## config.mk

```make
export PLATFORM = sky130hd
export DESIGN_NAME = bin_to_bcd_seq_flat
export DESIGN_NICKNAME = d
export VERILOG_FILES = /design/src/rtl/bin_to_bcd_seq_if.sv /design/src/rtl/bin_to_bcd_seq.sv /design/src/flat_wrapper.sv
export SDC_FILE = /design/constraint.sdc
export NUM_CORES = 1
export LEC_CHECK = 0
export ABC_AREA = 1
export CORE_ASPECT_RATIO = 1.75
export CORE_MARGIN = 3
export CORE_UTILIZATION = 30
export DETAILED_ROUTE_END_ITERATION = 6
export GPL_ROUTABILITY_DRIVEN = 0
export PLACE_DENSITY = 0.51
export SLEW_MARGIN = 15
export SYNTH_ARGS = -nofsm -noshare
export SYNTH_HDL_FRONTEND = slang
export SYNTH_SLANG_ARGS = --single-unit
```

## constraint.sdc

```tcl
create_clock -name clk -period 1.4 [get_ports clk]
set_clock_uncertainty 0.05 [all_clocks]
set_input_delay 0.21 -clock clk [delete_from_list [all_inputs] [get_ports clk]]
set_output_delay 0.21 -clock clk [all_outputs]
set_load 0.02 [all_outputs]
```

## src/rtl/bin_to_bcd_seq_if.sv

```systemverilog
// ============================================================================
// Module   : bin_to_bcd_seq_if
// Purpose  : valid/ready bus of the sequential binary-to-BCD converter
// Revision : 1.0 - initial release
// ============================================================================
`default_nettype none

interface bin_to_bcd_seq_if #(
    parameter int W  = 8,
    parameter int ND = 3
);
    logic            in_valid;
    logic            in_ready;
    logic [W-1:0]    bin;
    logic            out_valid;
    logic            out_ready;
    logic [4*ND-1:0] dec;
    logic            ovf;
    logic            busy;

    modport master (
        output in_valid, bin, out_ready,
        input  in_ready, out_valid, dec, ovf, busy
    );

    modport slave (
        input  in_valid, bin, out_ready,
        output in_ready, out_valid, dec, ovf, busy
    );
endinterface

`default_nettype wire

```

## src/rtl/bin_to_bcd_seq.sv

```systemverilog
// ============================================================================
// Module   : bin_to_bcd_seq
// Purpose  : double-dabble binary-to-BCD converter, one shift per clock
// Revision : 1.0 - initial release
// ============================================================================
`default_nettype none

module bin_to_bcd_seq #(
    parameter int W  = 8,
    parameter int ND = 3
) (
    input  wire logic          clk,
    input  wire logic          reset_n,
    input  wire logic          cl,
    bin_to_bcd_seq_if.slave    bus
);
    localparam int CW = $clog2(W + 1);
    localparam int AW = 4 * ND;
    localparam logic [CW-1:0] CNT_ONE  = CW'(1);
    localparam logic [CW-1:0] CNT_LOAD = CW'(W);

    typedef enum logic [1:0] {
        S_IDLE  = 2'd0,
        S_SHIFT = 2'd1,
        S_DONE  = 2'd2
    } state_t;

    state_t          state_q, state_d;
    logic [W-1:0]    b_q, b_d;
    logic [AW-1:0]   acc_q, acc_d;
    logic [AW-1:0]   adj;
    logic [CW-1:0]   cnt_q, cnt_d;
    logic            ovf_q, ovf_d;

    // Per-digit add-3 correction; digits are independent, no carry between them
    generate
        for (genvar k = 0; k < ND; k++) begin : g_digit
            assign adj[4*k +: 4] = (acc_q[4*k +: 4] >= 4'd5) ? (acc_q[4*k +: 4] + 4'd3)
                                                              : acc_q[4*k +: 4];
        end
    endgenerate

    always_comb begin
        state_d = state_q;
        b_d     = b_q;
        acc_d   = acc_q;
        cnt_d   = cnt_q;
        ovf_d   = ovf_q;

        case (state_q)
            S_IDLE: begin
                if (bus.in_valid) begin
                    b_d     = bus.bin;
                    acc_d   = '0;
                    ovf_d   = 1'b0;
                    cnt_d   = CNT_LOAD;
                    state_d = S_SHIFT;
                end
            end
            S_SHIFT: begin
                {acc_d, b_d} = {adj, b_q} << 1;
                ovf_d        = ovf_q | adj[AW-1];
                cnt_d        = cnt_q - CNT_ONE;
                if (cnt_q == CNT_ONE) begin
                    state_d = S_DONE;
                end
            end
            S_DONE: begin
                if (bus.out_ready) begin
                    state_d = S_IDLE;
                end
            end
            default: begin
                state_d = S_IDLE;
            end
        endcase

        // Clear overrides every transition, including an accept in the same cycle
        if (cl) begin
            state_d = S_IDLE;
            acc_d   = '0;
            ovf_d   = 1'b0;
            cnt_d   = '0;
        end
    end

    always_ff @(posedge clk or negedge reset_n) begin
        if (!reset_n) begin
            state_q <= S_IDLE;
            b_q     <= '0;
            acc_q   <= '0;
            cnt_q   <= '0;
            ovf_q   <= 1'b0;
        end else begin
            state_q <= state_d;
            b_q     <= b_d;
            acc_q   <= acc_d;
            cnt_q   <= cnt_d;
            ovf_q   <= ovf_d;
        end
    end

    assign bus.in_ready  = (state_q == S_IDLE);
    assign bus.busy      = (state_q == S_SHIFT);
    assign bus.out_valid = (state_q == S_DONE);
    assign bus.dec       = acc_q;
    assign bus.ovf       = ovf_q;

endmodule

`default_nettype wire

```

## src/flat_wrapper.sv

```systemverilog
// flat-port wrapper written by rule: the top's interface ports become plain ports
module bin_to_bcd_seq_flat 
#(
    parameter int W  = 8,
    parameter int ND = 3
)
  (clk, reset_n, cl, bus_in_valid, bus_bin, bus_out_ready, bus_in_ready, bus_out_valid, bus_dec, bus_ovf, bus_busy);
  bin_to_bcd_seq_if #(.W(W), .ND(ND)) bus_i ();
  input  wire logic clk;
  input  wire logic reset_n;
  input  wire logic cl;
  input wire logic [$bits(bus_i.in_valid)-1:0] bus_in_valid;
  input wire logic [$bits(bus_i.bin)-1:0] bus_bin;
  input wire logic [$bits(bus_i.out_ready)-1:0] bus_out_ready;
  output wire logic [$bits(bus_i.in_ready)-1:0] bus_in_ready;
  output wire logic [$bits(bus_i.out_valid)-1:0] bus_out_valid;
  output wire logic [$bits(bus_i.dec)-1:0] bus_dec;
  output wire logic [$bits(bus_i.ovf)-1:0] bus_ovf;
  output wire logic [$bits(bus_i.busy)-1:0] bus_busy;
  assign bus_i.in_valid = bus_in_valid;
  assign bus_i.bin = bus_bin;
  assign bus_i.out_ready = bus_out_ready;
  assign bus_in_ready = bus_i.in_ready;
  assign bus_out_valid = bus_i.out_valid;
  assign bus_dec = bus_i.dec;
  assign bus_ovf = bus_i.ovf;
  assign bus_busy = bus_i.busy;
  bin_to_bcd_seq #(.W(W), .ND(ND)) u_core (.clk(clk), .reset_n(reset_n), .cl(cl), .bus(bus_i));
endmodule
```

==> results of run 1 <==
==> sequential cells by signal (all words and copies together) (netlist names) <==
name,cells
u_core.bus.dec,12
u_core.cnt_q,4
u_core.bus.ovf,1
u_core.state_q,2
u_core.b_q,8
==> cells by family after synthesis <==
logic type      count (synthesis)  synth area share (%)
simple gates                   63                  17.9
xor+xnor                        2                  1.19
buf+inv                        36                  10.3
compound gates                 46                  17.9
fa+ha+maj                       8                  6.80
flops                          27                  45.9
==> how the worst min path moves through the flow <==
stage | end | slack, ps | cells after the start
final | u_core.state_q[1] | 230 | 2
after global routing | u_core.b_q[0] | 240 | 2
after CTS | u_core.state_q[1] | 240 | 2
after detailed placement | u_core.bus.ovf | 470 | 2
after global placement | u_core.bus.ovf | 470 | 2
after floorplan | u_core.b_q[0] | -140 | 0
==> cells in the final DEF, fill, tap and decap left out, types with 6 or more instances in the layout <==
| cell type | synthesis | routed |
|---|---|---|
| nand2_1 | 43 | 40 |
| buf_4 | 2 | 30 |
| inv_1 | 32 | 26 |
| dfrtp_1 | 27 | 24 |
| o21ai_0 | 22 | 12 |
| clkdlybuf4s50_1 | 0 | 12 |
| dlygate4sd2_1 | 0 | 12 |
| o21ai_1 | 1 | 11 |
| o211ai_1 | 9 | 9 |
| nor2_1 | 8 | 7 |
| nand3_1 | 10 | 7 |
| ha_1 | 8 | 7 |
| inv_2 | 0 | 6 |
==> cell type report <==
class                           count  area [um^2]
Fill cell                         488         2560
Multi-Input combinational cell    119          708
Sequential cell                    27          679
Timing Repair Buffer               60          523
Inverter                           33          125
Tap cell                           52         65.1
Clock buffer                        3         41.3
Clock inverter                      1         5.00
==> metrics by stage <==
stage | hold slack (ps) | setup slack, ps
2_1_floorplan | -136 | 0.738
3_3_place_gp | 470 | -153
3_5_place_dp | 471 | -184
5_1_grt | 238 | -10.2
4_1_cts | 236 | 0.794
6_report | 233 | 43.8
==> cells in the mapped netlist <==
cell | instances | area, um^2
ha_1 | 8 | 100
o21ai_1 | 1 | 5.00
o211ai_1 | 9 | 67.6
o21ai_0 | 22 | 110
a21oi_1 | 7 | 35.0
nand3_1 | 10 | 50.1
o31ai_1 | 1 | 7.51
dfrtp_1 | 27 | 676
o22ai_1 | 5 | 31.3
buf_6 | 1 | 11.3
nor2_1 | 8 | 30.0
nand2_1 | 43 | 161
inv_1 | 32 | 120
buf_4 | 2 | 15.0
nor2_4 | 1 | 11.3
o21a_1 | 1 | 7.51
clkinv_2 | 1 | 5.00
nand2_4 | 1 | 11.3
xor2_1 | 2 | 17.5
==> timing repair <==
item,4_1_cts,5_1_grt
pin swaps,1,4
resized for setup,26,37
cloned,0,0
endpoints found under the setup margin,25,28
setup buffers,2,6
endpoints found under the hold margin,0,0
hold buffers,0,0
==> layer usage <==
| layer | part of all wire [%] | vias to the layer above | track usage [%] | wire, um |
|---|---|---|---|---|
| met5 | 0 | - | 0 | 0 |
| met4 | 1.2 | 0 | 4.19 | 40 |
| li1 | - | 716 | - | - |
| met2 | 56 | 16 | 23.8 | 1930 |
| met1 | 39 | 652 | 14.5 | 1360 |
| met3 | 3.7 | 4 | 2.62 | 127 |
==> power by group through the flow <==
| stage | Sequential, mW | Combinational (mW) | Clock, mW |
|---|---|---|---|
| after CTS | 0.905 | 0.456 | 0.472 |
| after global placement | 0.919 | 0.453 | 0 |
| after floorplan | 0.914 | 0.262 | 0 |
| after detailed placement | 0.920 | 0.456 | 0 |
| final | 0.903 | 0.483 | 0.453 |
| after global routing | 0.915 | 0.554 | 0.507 |
==> summary.md, run 1 <==
| Metric | Value |
|---|---|
| Syn Inst Count | `approximately 180` |
| Minimum clock period | `~1400 ps` |
| Final Cycle Share | `96.9%` |
| Vias in the first global route | `between 1000 and 1500` |
| Setup slack, reg-to-reg | `roughly 80 ps` |
| Synth warn | `0` |
| Endpoint class of the critical path | `primary output` |
| Switching Fraction | `29.9%` |
| Pwr dens | `~860 mW/mm^2` |
| I/O pin count | `29` |
| H-tree depth | `1` |
| Top Family by Delay on Critical Path | `flip-flops` |
| Clock sink count | `27` |
| Initial antenna violation count | `0` |
| Die area | `between 0.005 and 0.006 mm^2` |
| Post-layout util | `45.6%` |
| DIE WIDTH | `around 60 um` |
| Number of port buffers | `28` |
| Setup violators final | `0` |
| Worst-Margin Slew | `approximately 260 ps` |
| RR Endpoint | `u_core.bus.dec[10]` |
| Critical Path Fanout Max | `2` |
| VDD IR max | `approximately 650 uV` |
| CTS tree | `yes` |
| CORE AREA | `0.00471 mm^2` |
| Post-route DRC | `0` |
| Clock buffer depth | `2` |
| NetSw | `0.549 mW` |
| Row count | `33` |
| Overall Power | `between 1.5 and 2 mW` |
| GR Overflow Total | `0` |
| Avg Inst Size Synth | `8.09 um^2` |
| Placed cell count | `283` |
| R2r worst-path depth | `7` |
| Root buf cell | `clkbuf_8` |
| Sequential Power Share | `49.1%` |
| Gate power share | `a little over a quarter` |
| Register area share after synthesis | `45.9%` |
| #FFs+latches synth | `27` |
| Hold WC Path Type | `in2async` |
| Static Leak | `1.12 nW` |
| Max-cap viol count | `0` |
| Vias | `1388` |
| Distinct cells, synth | `19` |
| Drt via density | `4.71` |
| Initial core utilization | `31.3%` |
| Final Hold Fails | `0` |
| Rel. slew slack | `82.8%` |
| CP Depth | `3` |
| Total CTS buffers | `3` |
| Worst setup path class | `reg2out` |
| Status | `complete, no violations` |
| Fmax | `0.737 GHz` |
| TNS Setup | `0 ps` |
| Skew-Pair Late Insertion Delay | `270 ps` |
| Antenna Cells | `0` |
| Critical Path Max Stage Delay | `390 ps` |
| CP Data Arrival Time | `1100 ps` |
| Slew Viols, Final | `0` |
| Layout area overhead | `45.8%` |
| Clock share of power | `24.6%` |
| Post-Syn Area | `~0.0015 mm^2` |
| WP data required | `roughly 1100 ps` |
| DR iter-0 viols | `31` |
| Worst path buffer plus inverter count | `2` |
| Total track usage | `13.0%` |
| Area post-placement | `~0.0020 mm^2` |
| Die H | `98.7 um` |
| Internal Pwr Total | `1.29 mW` |
| Crit path to | `bus_busy` |
| WL per Instance | `11.7 um` |
| CP startpoint kind | `register` |
| Critical R2R Launch | `u_core.bus.dec[8]` |
| Final #Nets | `265` |
| Non-Filler Instances | `a little under 300` |
| Design Area, Final | `approximately 0.0021 mm^2` |
| Reg clk slew, reported paths | `about 90 ps` |
| Final HPWL DP | `2560 um` |
| Layout cells sized above 1 | `about a quarter` |
| Pre-antenna DRT Iters | `4` |
| Largest net degree at the start of global routing | `28` |
| Syn nets | `203` |
| First-pass GRT wire length | `5950 um` |
| Critical path origin | `u_core.state_q[1]` |
| Unrepaired setup endpoints after global routing | `true` |
| Highest-delay cell along the critical path | `dfrtp_1` |
| ANT nets after route | `0` |
| Worst-path cell chain | `buf_4 -> nor2_4 -> buf_2` |
| Routed WL | `3460 um` |
No activity file was read; power rests on OpenSTA's default activity.
==> run 2: changes to the inputs <==
--- a/config.mk
+++ b/config.mk
@@ -7,11 +7,11 @@
 export LEC_CHECK = 0
 export ABC_AREA = 1
 export CORE_ASPECT_RATIO = 1.75
-export CORE_MARGIN = 3
 export CORE_UTILIZATION = 30
 export DETAILED_ROUTE_END_ITERATION = 6
 export GPL_ROUTABILITY_DRIVEN = 0
-export PLACE_DENSITY = 0.51
+export PLACE_DENSITY = 0.53
+export SETUP_SLACK_MARGIN = 0.5
 export SLEW_MARGIN = 15
 export SYNTH_ARGS = -nofsm -noshare
 export SYNTH_HDL_FRONTEND = slang
==> constraint.sdc (replaced) <==
create_clock -name clk -period 1.14 [get_ports clk]
set_clock_uncertainty 0.05 [all_clocks]
set_input_delay 0.171 -clock clk [delete_from_list [all_inputs] [get_ports clk]]
set_output_delay 0.171 -clock clk [all_outputs]
set_load 0.02 [all_outputs]
==> run 2 against run 1 <==
The run now ends with setup timing left; sequential power increased by 24%; clock-buffer cell count unchanged; clock power increased by 26%; non-clock buffer count increased by 17; critical path depth increased by 3; first-iteration DRC count decreased by 74%; total power increased by 41%; flip-flop and latch count unchanged; register-to-register slack got worse by 280 ps; worst hold slack got worse by 38 ps; combinational power increased by 88%; critical endpoint is now u_core.cnt_q[3]; largest cell class unchanged; largest power group unchanged.
==> summary.md, run 2 (synthesized netlist as in run 1, its figures left out) <==
| Metric | Value |
|---|---|
| Status | `finished, violations left (was complete, no violations)` |
| Violated checks | `setup timing` |
| WL met1 | `1550 um (was 1360 um)` |
| Clock buffer depth | `2 (unchanged)` |
| WP data required | `1270 ps (was 1140 ps)` |
| Layout area overhead | `85.6% (was 45.8%)` |
| Total CTS buffers | `3 (unchanged)` |
| Reg clk slew, reported paths | `100 ps (was 90 ps)` |
| DR iter-0 viols | `8 (was 31)` |
| Most frequent cells in the layout | `32 x buf_4, 29 x buf_6, 24 x nand2_1 (was 40 x nand2_1, 30 x buf_4, 26 x inv_1)` |
| Sequential Power Share | `43.0% (was 49.1%)` |
| Root buf cell | `clkbuf_8 (unchanged)` |
| Hold WC Path Type | `in2async (unchanged)` |
| Setup WS pre-CTS | `-324 ps (was -184 ps)` |
| Internal Pwr Total | `1.75 mW (was 1.29 mW)` |
| Slew Viols, Final | `0 (unchanged)` |
| Minimum clock period | `about 1300 ps` |
| Critical R2R Launch | `u_core.state_q[0] (was u_core.bus.dec[8])` |
| Final Cycle Share | `118%` |
| WL per Instance | `12.8 um (was 11.7 um)` |
| Post-layout util | `58.1% (was 45.6%)` |
| Final Hold Fails | `0 (unchanged)` |
| GR Overflow Total | `0 (unchanged)` |
| CORE AREA | `0.00471 mm^2 (unchanged)` |
| Worst-path cell chain | `buf_6 -> o21ai_4 -> inv_4 -> o21a_1 -> o21ai_1 -> inv_1 (was buf_4 -> nor2_4 -> buf_2)` |
| Pre-antenna DRT Iters | `4 (unchanged)` |
| Antenna Cells | `0 (unchanged)` |
| Highest-delay cell along the critical path | `dfrtp_2 (was dfrtp_1)` |
| Unrepaired setup endpoints after global routing | `true (unchanged)` |
| Setup ws final | `-201 ps (was 43.8 ps)` |
| ANT nets after route | `0 (unchanged)` |
| Largest net degree at the start of global routing | `28 (unchanged)` |
| Met2 wire length | `2340 um (was 1930 um)` |
| Max reg flops | `12 (unchanged)` |
| Endpoint class of the critical path | `register (was primary output)` |
| Number of port buffers | `28 (unchanged)` |
| Setup violators final | `34 (was 0)` |
| Fmax | `0.746 GHz` |
| Top layer in use | `met4 (unchanged)` |
| Worst setup path class | `reg2reg (was reg2out)` |
| Pwr dens | `950 mW/mm^2 (was 856 mW/mm^2)` |
| Critical path origin | `u_core.state_q[0] (was u_core.state_q[1])` |
| Critical Path Max Stage Delay | `440 ps (was 390 ps)` |
| Met3 WL post-DR | `79 um (was 127 um)` |
| Overall Power | `2.60 mW (was 1.84 mW)` |
| NetSw | `0.848 mW (was 0.549 mW)` |
| Row count | `33 (unchanged)` |
| Post-route DRC | `0 (unchanged)` |
| Switching Fraction | `32.6% (was 29.9%)` |
| VDD IR max | `665 uV (was 650 uV)` |
| Commonest non-fill, non-tap cell in the layout | `buf_4 (was nand2_1)` |
| Vias in the first global route | `1524 (was 1380)` |
| Drt via density | `4.74 (was 4.71)` |
| Final #Nets | `285 (was 265)` |
| Die area | `0.00520 mm^2 (was 0.00582 mm^2)` |
| Initial core utilization | `31.3% (unchanged)` |
| Clock sink count | `27 (unchanged)` |
| Vias | `1493 (was 1388)` |
| Skew-Pair Late Insertion Delay | `280 ps (was 270 ps)` |
| Critical Path Fanout Max | `14 (was 2)` |
| Worst-Margin Slew | `235 ps (was 256 ps)` |
| Routed WL | `4020 um (was 3460 um)` |
| Static Leak | `1.27 nW (was 1.12 nW)` |
| CP Data Arrival Time | `1470 ps (was 1100 ps)` |
| CP startpoint kind | `register (unchanged)` |
| Die H | `94.7 um (was 98.7 um)` |
| R2r worst-path depth | `6 (was 7)` |
| Final HPWL DP | `2610 um (was 2560 um)` |
| Initial antenna violation count | `0 (unchanged)` |
| DIE WIDTH | `55.0 um (was 59.0 um)` |
| Max-cap viol count | `0 (unchanged)` |
| H-tree depth | `1 (unchanged)` |
| CTS tree | `yes (unchanged)` |
| First-pass GRT wire length | `6550 um (was 5950 um)` |
| Total track usage | `17.1% (was 13.0%)` |
| Gate power share | `35.0% (was 26.3%)` |
| Layout cells sized above 1 | `59.3% (was 25.9%)` |
| Clock share of power | `22.0% (was 24.6%)` |
| Rel. slew slack | `84.2% (was 82.8%)` |
| I/O pin count | `29 (unchanged)` |
run 2: power by group through the flow:
stage / Combinational [mW] / Clock [mW] / Sequential, mW
finish: 0.908 / 0.571 / 1.12
global route: 1.00 / 0.623 / 1.13
CTS: 0.852 / 0.586 / 1.11
detailed placement: 0.594 / 0 / 1.14
global placement: 0.591 / 0 / 1.14
floorplan: 0.377 / 0 / 1.13
run 2: routing by layer:
| layer | vias up | GRT usage (%) |
|---|---|---|
| li1 | 759 | - |
| met1 | 712 | 19.5 |
| met2 | 18 | 31.7 |
| met3 | 4 | 1.61 |
| met4 | 0 | 5.00 |
| met5 | - | 0 |
run 2: area by class of cell:
type	count	area [um^2]
clock buffers	3	41.3
multi-input cells	121	978
clock inverters	1	7.51
inverters	33	150
fillers	423	1970
repair buffers	77	779
repair inverters	1	16.3
well taps	52	65.1
flip-flops and latches	27	694
run 2: final timing paths:
kind,to,slack (ps)
max in group asynchronous,u_core.bus.dec[11],680
hold / removal,u_core.bus.ovf,190
setup reg to reg,u_core.cnt_q[3],-200
setup / recovery,u_core.cnt_q[3],-200
min in group clk,u_core.b_q[0],460
hold reg to reg,u_core.b_q[6],480
run 2: per-stage QoR:
step                      TNS (ps)  instance area, um^2  std cells  hold slack (ps)
after floorplan              -1230                 1600        182             -175
after global placement       -7830                 2160        290              456
after detailed placement     -7780                 2160        290              464
after CTS                    -3560                 2600        315              201
after global routing         -6220                 2730        315              203
final                        -4190                 2730        315              195
run 2: what timing repair did:
item	in CTS	in global routing
hold endpoints to repair	0	0
endpoints found under the setup margin	43	43
hold buffers	0	0
gates resized for setup	135	41
pin swaps	16	13
gates cloned	5	0
buffers inserted	16	0
run 2: critical path, delay by kind of cell (launching register included):
kind / cells / cell delay [ps]
DFF: 1 / 440
AOI/OAI and AO/OA: 3 / 460
buffers and inverters: 3 / 290
